--- src/rtl/rcon_sched_if.sv ---
// Handshake and word-descriptor bundle between the key-schedule sequencer
// and the consumer that drives start/advance and reads per-word controls.
interface rcon_sched_if #(
  parameter int OUT_W = 32
) ();
  logic             start;
  logic [1:0]       mode;
  logic             advance;
  logic             busy;
  logic             word_valid;
  logic [5:0]       word_idx;
  logic             need_rot;
  logic             need_sub;
  logic [OUT_W-1:0] rcon_out;
  logic             done;
  logic             err_mode;

  modport master (
    output start, mode, advance,
    input  busy, word_valid, word_idx, need_rot, need_sub, rcon_out, done, err_mode
  );

  modport slave (
    input  start, mode, advance,
    output busy, word_valid, word_idx, need_rot, need_sub, rcon_out, done, err_mode
  );
endinterface

--- src/rtl/rcon_sched.sv ---
// AES key-expansion control sequencer: walks expanded words Nk..Nw-1 and
// flags RotWord/SubWord/Rcon per word, generating Rcon by GF(2^8) doubling.
module rcon_sched #(
  parameter int         OUT_W     = 32,
  parameter logic [7:0] POLY      = 8'h1b,
  parameter logic [7:0] RCON_INIT = 8'h01
) (
  input  logic         clk,
  input  logic         rst_n,
  rcon_sched_if.slave  bus
);

  typedef enum logic [1:0] {IDLE, RUN, DONE} state_e;

  state_e     state_q;
  logic [5:0] iIdx_q;
  logic [5:0] iIdx_d;
  logic [2:0] nkCnt_q;
  logic [2:0] nkCnt_d;
  logic [7:0] rcon_q;
  logic [7:0] rcon_d;
  logic [3:0] nk_q;
  logic [5:0] nw_q;
  logic       errMode_q;

  logic [3:0] startNk;
  logic [5:0] startNw;
  logic       lastWord;
  logic       running;
  logic       rotHere;
  logic       subHere;

  always_comb begin
    startNk = 4'd4;
    startNw = 6'd44;
    case (bus.mode)
      2'd1: begin
        startNk = 4'd6;
        startNw = 6'd52;
      end
      2'd2: begin
        startNk = 4'd8;
        startNw = 6'd60;
      end
      default: begin
        startNk = 4'd4;
        startNw = 6'd44;
      end
    endcase
  end

  // nkCnt tracks i mod Nk; Rcon advances only once the word that used it is accepted.
  always_comb begin
    lastWord = (iIdx_q == (nw_q - 6'd1));
    iIdx_d   = iIdx_q + 6'd1;
    nkCnt_d  = ({1'b0, nkCnt_q} == (nk_q - 4'd1)) ? 3'd0 : nkCnt_q + 3'd1;
    rcon_d   = rcon_q;
    if (nkCnt_q == 3'd0) begin
      rcon_d = {rcon_q[6:0], 1'b0} ^ (rcon_q[7] ? POLY : 8'h00);
    end
  end

  always_ff @(posedge clk or negedge rst_n) begin
    if (!rst_n) begin
      state_q   <= IDLE;
      iIdx_q    <= '0;
      nkCnt_q   <= '0;
      rcon_q    <= RCON_INIT;
      nk_q      <= '0;
      nw_q      <= '0;
      errMode_q <= 1'b0;
    end else begin
      errMode_q <= 1'b0;
      case (state_q)
        IDLE: begin
          if (bus.start) begin
            if (bus.mode == 2'd3) begin
              errMode_q <= 1'b1;
            end else begin
              nk_q    <= startNk;
              nw_q    <= startNw;
              iIdx_q  <= {2'b00, startNk};
              nkCnt_q <= '0;
              rcon_q  <= RCON_INIT;
              state_q <= RUN;
            end
          end
        end
        RUN: begin
          if (bus.advance) begin
            if (lastWord) begin
              state_q <= DONE;
            end else begin
              iIdx_q  <= iIdx_d;
              nkCnt_q <= nkCnt_d;
              rcon_q  <= rcon_d;
            end
          end
        end
        DONE: begin
          state_q <= IDLE;
        end
        default: begin
          state_q <= IDLE;
        end
      endcase
    end
  end

  // The i mod 8 == 4 SubWord-only slot exists only for 256-bit keys.
  always_comb begin
    running = (state_q == RUN);
    rotHere = running && (nkCnt_q == 3'd0);
    subHere = rotHere || (running && (nk_q == 4'd8) && (nkCnt_q == 3'd4));
  end

  assign bus.busy       = running;
  assign bus.word_valid = running;
  assign bus.word_idx   = running ? iIdx_q : 6'd0;
  assign bus.need_rot   = rotHere;
  assign bus.need_sub   = subHere;
  assign bus.rcon_out   = rotHere ? (OUT_W'(rcon_q) << (OUT_W - 8)) : '0;
  assign bus.done       = (state_q == DONE);
  assign bus.err_mode   = errMode_q;

endmodule

--- src/flat_wrapper.sv ---
// flat-port wrapper written by rule: the top's interface ports become plain ports
module rcon_sched_flat 
#(
  parameter int         OUT_W     = 32,
  parameter logic [7:0] POLY      = 8'h1b,
  parameter logic [7:0] RCON_INIT = 8'h01
)
  (clk, rst_n, bus_start, bus_mode, bus_advance, bus_busy, bus_word_valid, bus_word_idx, bus_need_rot, bus_need_sub, bus_rcon_out, bus_done, bus_err_mode);
  rcon_sched_if #(.OUT_W(OUT_W)) bus_i ();
  input  logic clk;
  input  logic rst_n;
  input wire logic [$bits(bus_i.start)-1:0] bus_start;
  input wire logic [$bits(bus_i.mode)-1:0] bus_mode;
  input wire logic [$bits(bus_i.advance)-1:0] bus_advance;
  output wire logic [$bits(bus_i.busy)-1:0] bus_busy;
  output wire logic [$bits(bus_i.word_valid)-1:0] bus_word_valid;
  output wire logic [$bits(bus_i.word_idx)-1:0] bus_word_idx;
  output wire logic [$bits(bus_i.need_rot)-1:0] bus_need_rot;
  output wire logic [$bits(bus_i.need_sub)-1:0] bus_need_sub;
  output wire logic [$bits(bus_i.rcon_out)-1:0] bus_rcon_out;
  output wire logic [$bits(bus_i.done)-1:0] bus_done;
  output wire logic [$bits(bus_i.err_mode)-1:0] bus_err_mode;
  assign bus_i.start = bus_start;
  assign bus_i.mode = bus_mode;
  assign bus_i.advance = bus_advance;
  assign bus_busy = bus_i.busy;
  assign bus_word_valid = bus_i.word_valid;
  assign bus_word_idx = bus_i.word_idx;
  assign bus_need_rot = bus_i.need_rot;
  assign bus_need_sub = bus_i.need_sub;
  assign bus_rcon_out = bus_i.rcon_out;
  assign bus_done = bus_i.done;
  assign bus_err_mode = bus_i.err_mode;
  rcon_sched #(.OUT_W(OUT_W), .POLY(POLY), .RCON_INIT(RCON_INIT)) u_core (.clk(clk), .rst_n(rst_n), .bus(bus_i));
endmodule
--- config.mk ---
export PLATFORM = sky130hd
export DESIGN_NAME = rcon_sched_flat
export DESIGN_NICKNAME = d
export VERILOG_FILES = /design/src/rtl/rcon_sched_if.sv /design/src/rtl/rcon_sched.sv /design/src/flat_wrapper.sv
export SDC_FILE = /design/constraint.sdc
export NUM_CORES = 1
export LEC_CHECK = 0
export BUFFER_PORTS_ARGS = -buffer_cell sky130_fd_sc_hd__buf_2
export CAP_MARGIN = 40
export CORE_MARGIN = 3
export CORE_UTILIZATION = 52
export DETAILED_ROUTE_END_ITERATION = 10
export PLACE_DENSITY = 0.82
export SLEW_MARGIN = 10
export SYNTH_ARGS = -nofsm -noshare
export SYNTH_HDL_FRONTEND = slang
export SYNTH_SLANG_ARGS = --single-unit
--- constraint.sdc ---
create_clock -name clk -period 2.8 [get_ports clk]
set_input_delay 0.14 -clock clk [delete_from_list [all_inputs] [get_ports clk]]
set_output_delay 0.14 -clock clk [all_outputs]
set_load 0.05 [all_outputs]
==> impl_metrics.toml <==
[status]
status = "complete, no violations"

[critical_path]
critPathKind = "reg2out"
path_cells = "nand2b_1, clkinv_1, and3_1, and2_1, buf_2"
max_stage_delay_ns = 0.48
crit_path_start_kind = "flip-flop"
cp.buffers_inverters = 2
r2r_start = "u_core.nw_q[2]"
r2r_slack_ns = 0.47
slowest_stage = "dfrtp_1"
worstPathRequired_ns = 2.66
r2r_end = "u_core.rcon_q[5]"
cp-end-kind = "output port"
cp_max_fo = 11
arrival_ns = 2.20
rr_worst_depth = 7
path_delay_family = "simple AND/OR/NAND/NOR gates"

[drt]
route.detailed.drc = 0
wl_per_cell_um = 12.2
antenna_left = 0
drt_pass1_iterations = 4
num_vias = 1304
drt_iter0_markers = 50
wirelength_mm = 3.20
avgViaCountPerCell = 4.96

[floorplan]
start_util = 0.567
fp.dieW_um = 64.9
die_area_um2 = 4210
rows = 20
pin_count = 50
coreArea_um2 = 3180
die_h_um = 64.9

[sta]
finClkSkew_ns = 0.00620
timing.fmax_ghz = 0.427
slew_headroom = 0.560
min_period_over_period = 0.836
worstMarginPinSlew_ns = 0.657
drv_slew = 0
rsz0062_at_grt = "false"
setup_viol = 0
hold_viol_final = 0
tns_ns = 0
min_period_ns = 2.34

[synth]
avgSynthCellArea_um2 = 9.24
yosys_register_bits = 26
synth_cells = 195
async_flop_share = 1.00
synth_cell_types = 46
yosysWarnings = 0
synth.top_cell.area_share = 0.347
yosysTopAreaCell = "dfrtp_1"
synth_edf_count = 0
synthFlopType = "dfrtp_1"
synth_area_um2 = 1800
seq_area_frac_synth = 0.362
synth_area_leaders = "dfrtp_1, buf_4, ha_1"

[clock_tree]
numClockSinks = 26
cts_resized = 0
cts_buffers = 3
cts_max_path_buffers = 2
clock_latency_ns = 0.31
h-tree-depth = 1
cts_root_buffer = "clkbuf_4"
cts.reportedPaths.clkPinSlew_ns = 0.13
post_cts_buffers = 0
cts_tree = "done"

[finish]
multi_input_area_um2 = 980
final-seq-area_um2 = 652
fin_nets = 237
fillers = 294
drive_gt1_frac = 0.178
layout_common_cells = "buf_2, dfrtp_1, conb_1"
syn_to_final_growth_pct = 5.69
n_antenna_cell = 0

[hold_path]
hold_path.class = "in2reg"
min_path_cells = 3
holdCritStartpoint = "bus_start"
hold_end = "u_core.bus.err_mode"

[global_routing]
grt_pass1_wl_mm = 5.36
grt_overflow = 0
grt_pass1_vias = 1186
grt_use_total = 0.163
grt_max_degree = 27
antenna_found_initial = 0

[job]
max_cap_viol_count = 0

[pwr]
p_comb_frac = 0.609
leakage_nw = 0.974
p_seq_frac = 0.317
swShare = 0.531
p_sw_mw = 1.16
clock_power_share = 0.075
p_int_mw = 1.02
power.total_mw = 2.19
power.density_nw_per_um2 = 1150
ir_drop_uv = 648

[placement]
finalWeightedCongestion = 0.843
dp_hpwl_mm = 2.43
portBuffers = 25
==> metal layers <==
metal / part of all wire / wire [um] / vias up / track usage
met2: 0.45 / 1450 / 37 / 0.249
met5: 0 / 0 / - / 0
met3: 0.051 / 164 / 2 / 0.0277
met1: 0.49 / 1550 / 605 / 0.235
li1: - / - / 660 / -
met4: 0.0091 / 29 / 0 / 0.0528
==> Yosys cell counts (2+ instances only) <==
cell / number
o22ai_1: 4
a32o_1: 4
xnor2_1: 4
nor3_1: 4
nor3b_1: 2
and3_1: 4
o2bb2ai_1: 2
o21ai_0: 10
nor2_1: 10
nand2b_1: 4
xor2_1: 4
mux2_2: 2
nand3_1: 3
ha_1: 11
dfrtp_1: 25
nor4b_1: 2
buf_4: 25
mux2i_1: 2
inv_1: 12
and2_1: 13
clkbuf_1: 3
nand2_1: 21
==> worst min-delay path, cell delays in order <==
cell     delay (ns)
buf_2          0.11
nand2_1        0.06
nor3_1         0.04
==> per-stage QoR <==
stage | std cells | hold slack [ns] | area (um2) | utilization | setup slack [ns]
2_1_floorplan | 218 | -0.156 | 1890 | - | 0.376
3_3_place_gp | 258 | 0.174 | 1870 | 0.588 | 0.583
3_5_place_dp | 258 | 0.171 | 1870 | 0.588 | 0.523
4_1_cts | 263 | 0.0524 | 1900 | 0.599 | 0.464
5_1_grt | 263 | 0.0655 | 1900 | 0.599 | 0.268
6_report | 263 | 0.0522 | 1900 | 0.599 | 0.458
==> flip-flops by register name, summed over array words and instances (netlist names) <==
register and count:
u_core.rcon_q 8, u_core.iIdx_q 6, u_core.nkCnt_q 3, u_core.nk_q 3
u_core.nw_q 3, u_core.state_q 2, u_core.bus.err_mode 1
==> power groups by stage <==
stage	combinational, mW	sequential, mW	clock (mW)
2_1_floorplan	1.16	0.652	0
3_3_place_gp	1.32	0.699	0
3_5_place_dp	1.34	0.700	0
4_1_cts	1.34	0.692	0.168
5_1_grt	1.47	0.722	0.177
6_report	1.33	0.692	0.163
==> layout make-up <==
cell class,count,area share
Inverter,13,0.0256
Multi-Input combinational cell,149,0.514
Sequential cell,26,0.342
Tap cell,44,0.0289
Clock buffer,4,0.0138
Timing Repair Buffer,27,0.0749
==> worst max path at each step <==
stage / cells past startpoint / slack (ns) / end / start
2_1_floorplan: 6 / 0.38 / bus_rcon_out[24] / u_core.state_q[1]
3_3_place_gp: 7 / 0.58 / u_core.iIdx_q[1] / u_core.nw_q[2]
3_5_place_dp: 7 / 0.52 / u_core.iIdx_q[1] / u_core.nw_q[2]
4_1_cts: 5 / 0.46 / bus_rcon_out[27] / u_core.state_q[0]
5_1_grt: 5 / 0.27 / bus_rcon_out[31] / u_core.state_q[0]
6_report: 5 / 0.46 / bus_rcon_out[27] / u_core.state_q[0]
==> kinds of logic after synthesis <==
family | Yosys count | synth area share
simple gates | 73 | 0.224
buf+inv | 43 | 0.142
fa+ha+maj | 11 | 0.0764
flops | 26 | 0.362
other cells | 1 | 0.00208
mux | 4 | 0.0236
compound gates | 28 | 0.118
xor+xnor | 9 | 0.0514
==> repair_timing <==
action                                  4_1_cts  5_1_grt
hold buffers                                  1        0
endpoints found under the hold margin        25        0
endpoints found under the setup margin        0        0
(Power assumes the default switching activity.)
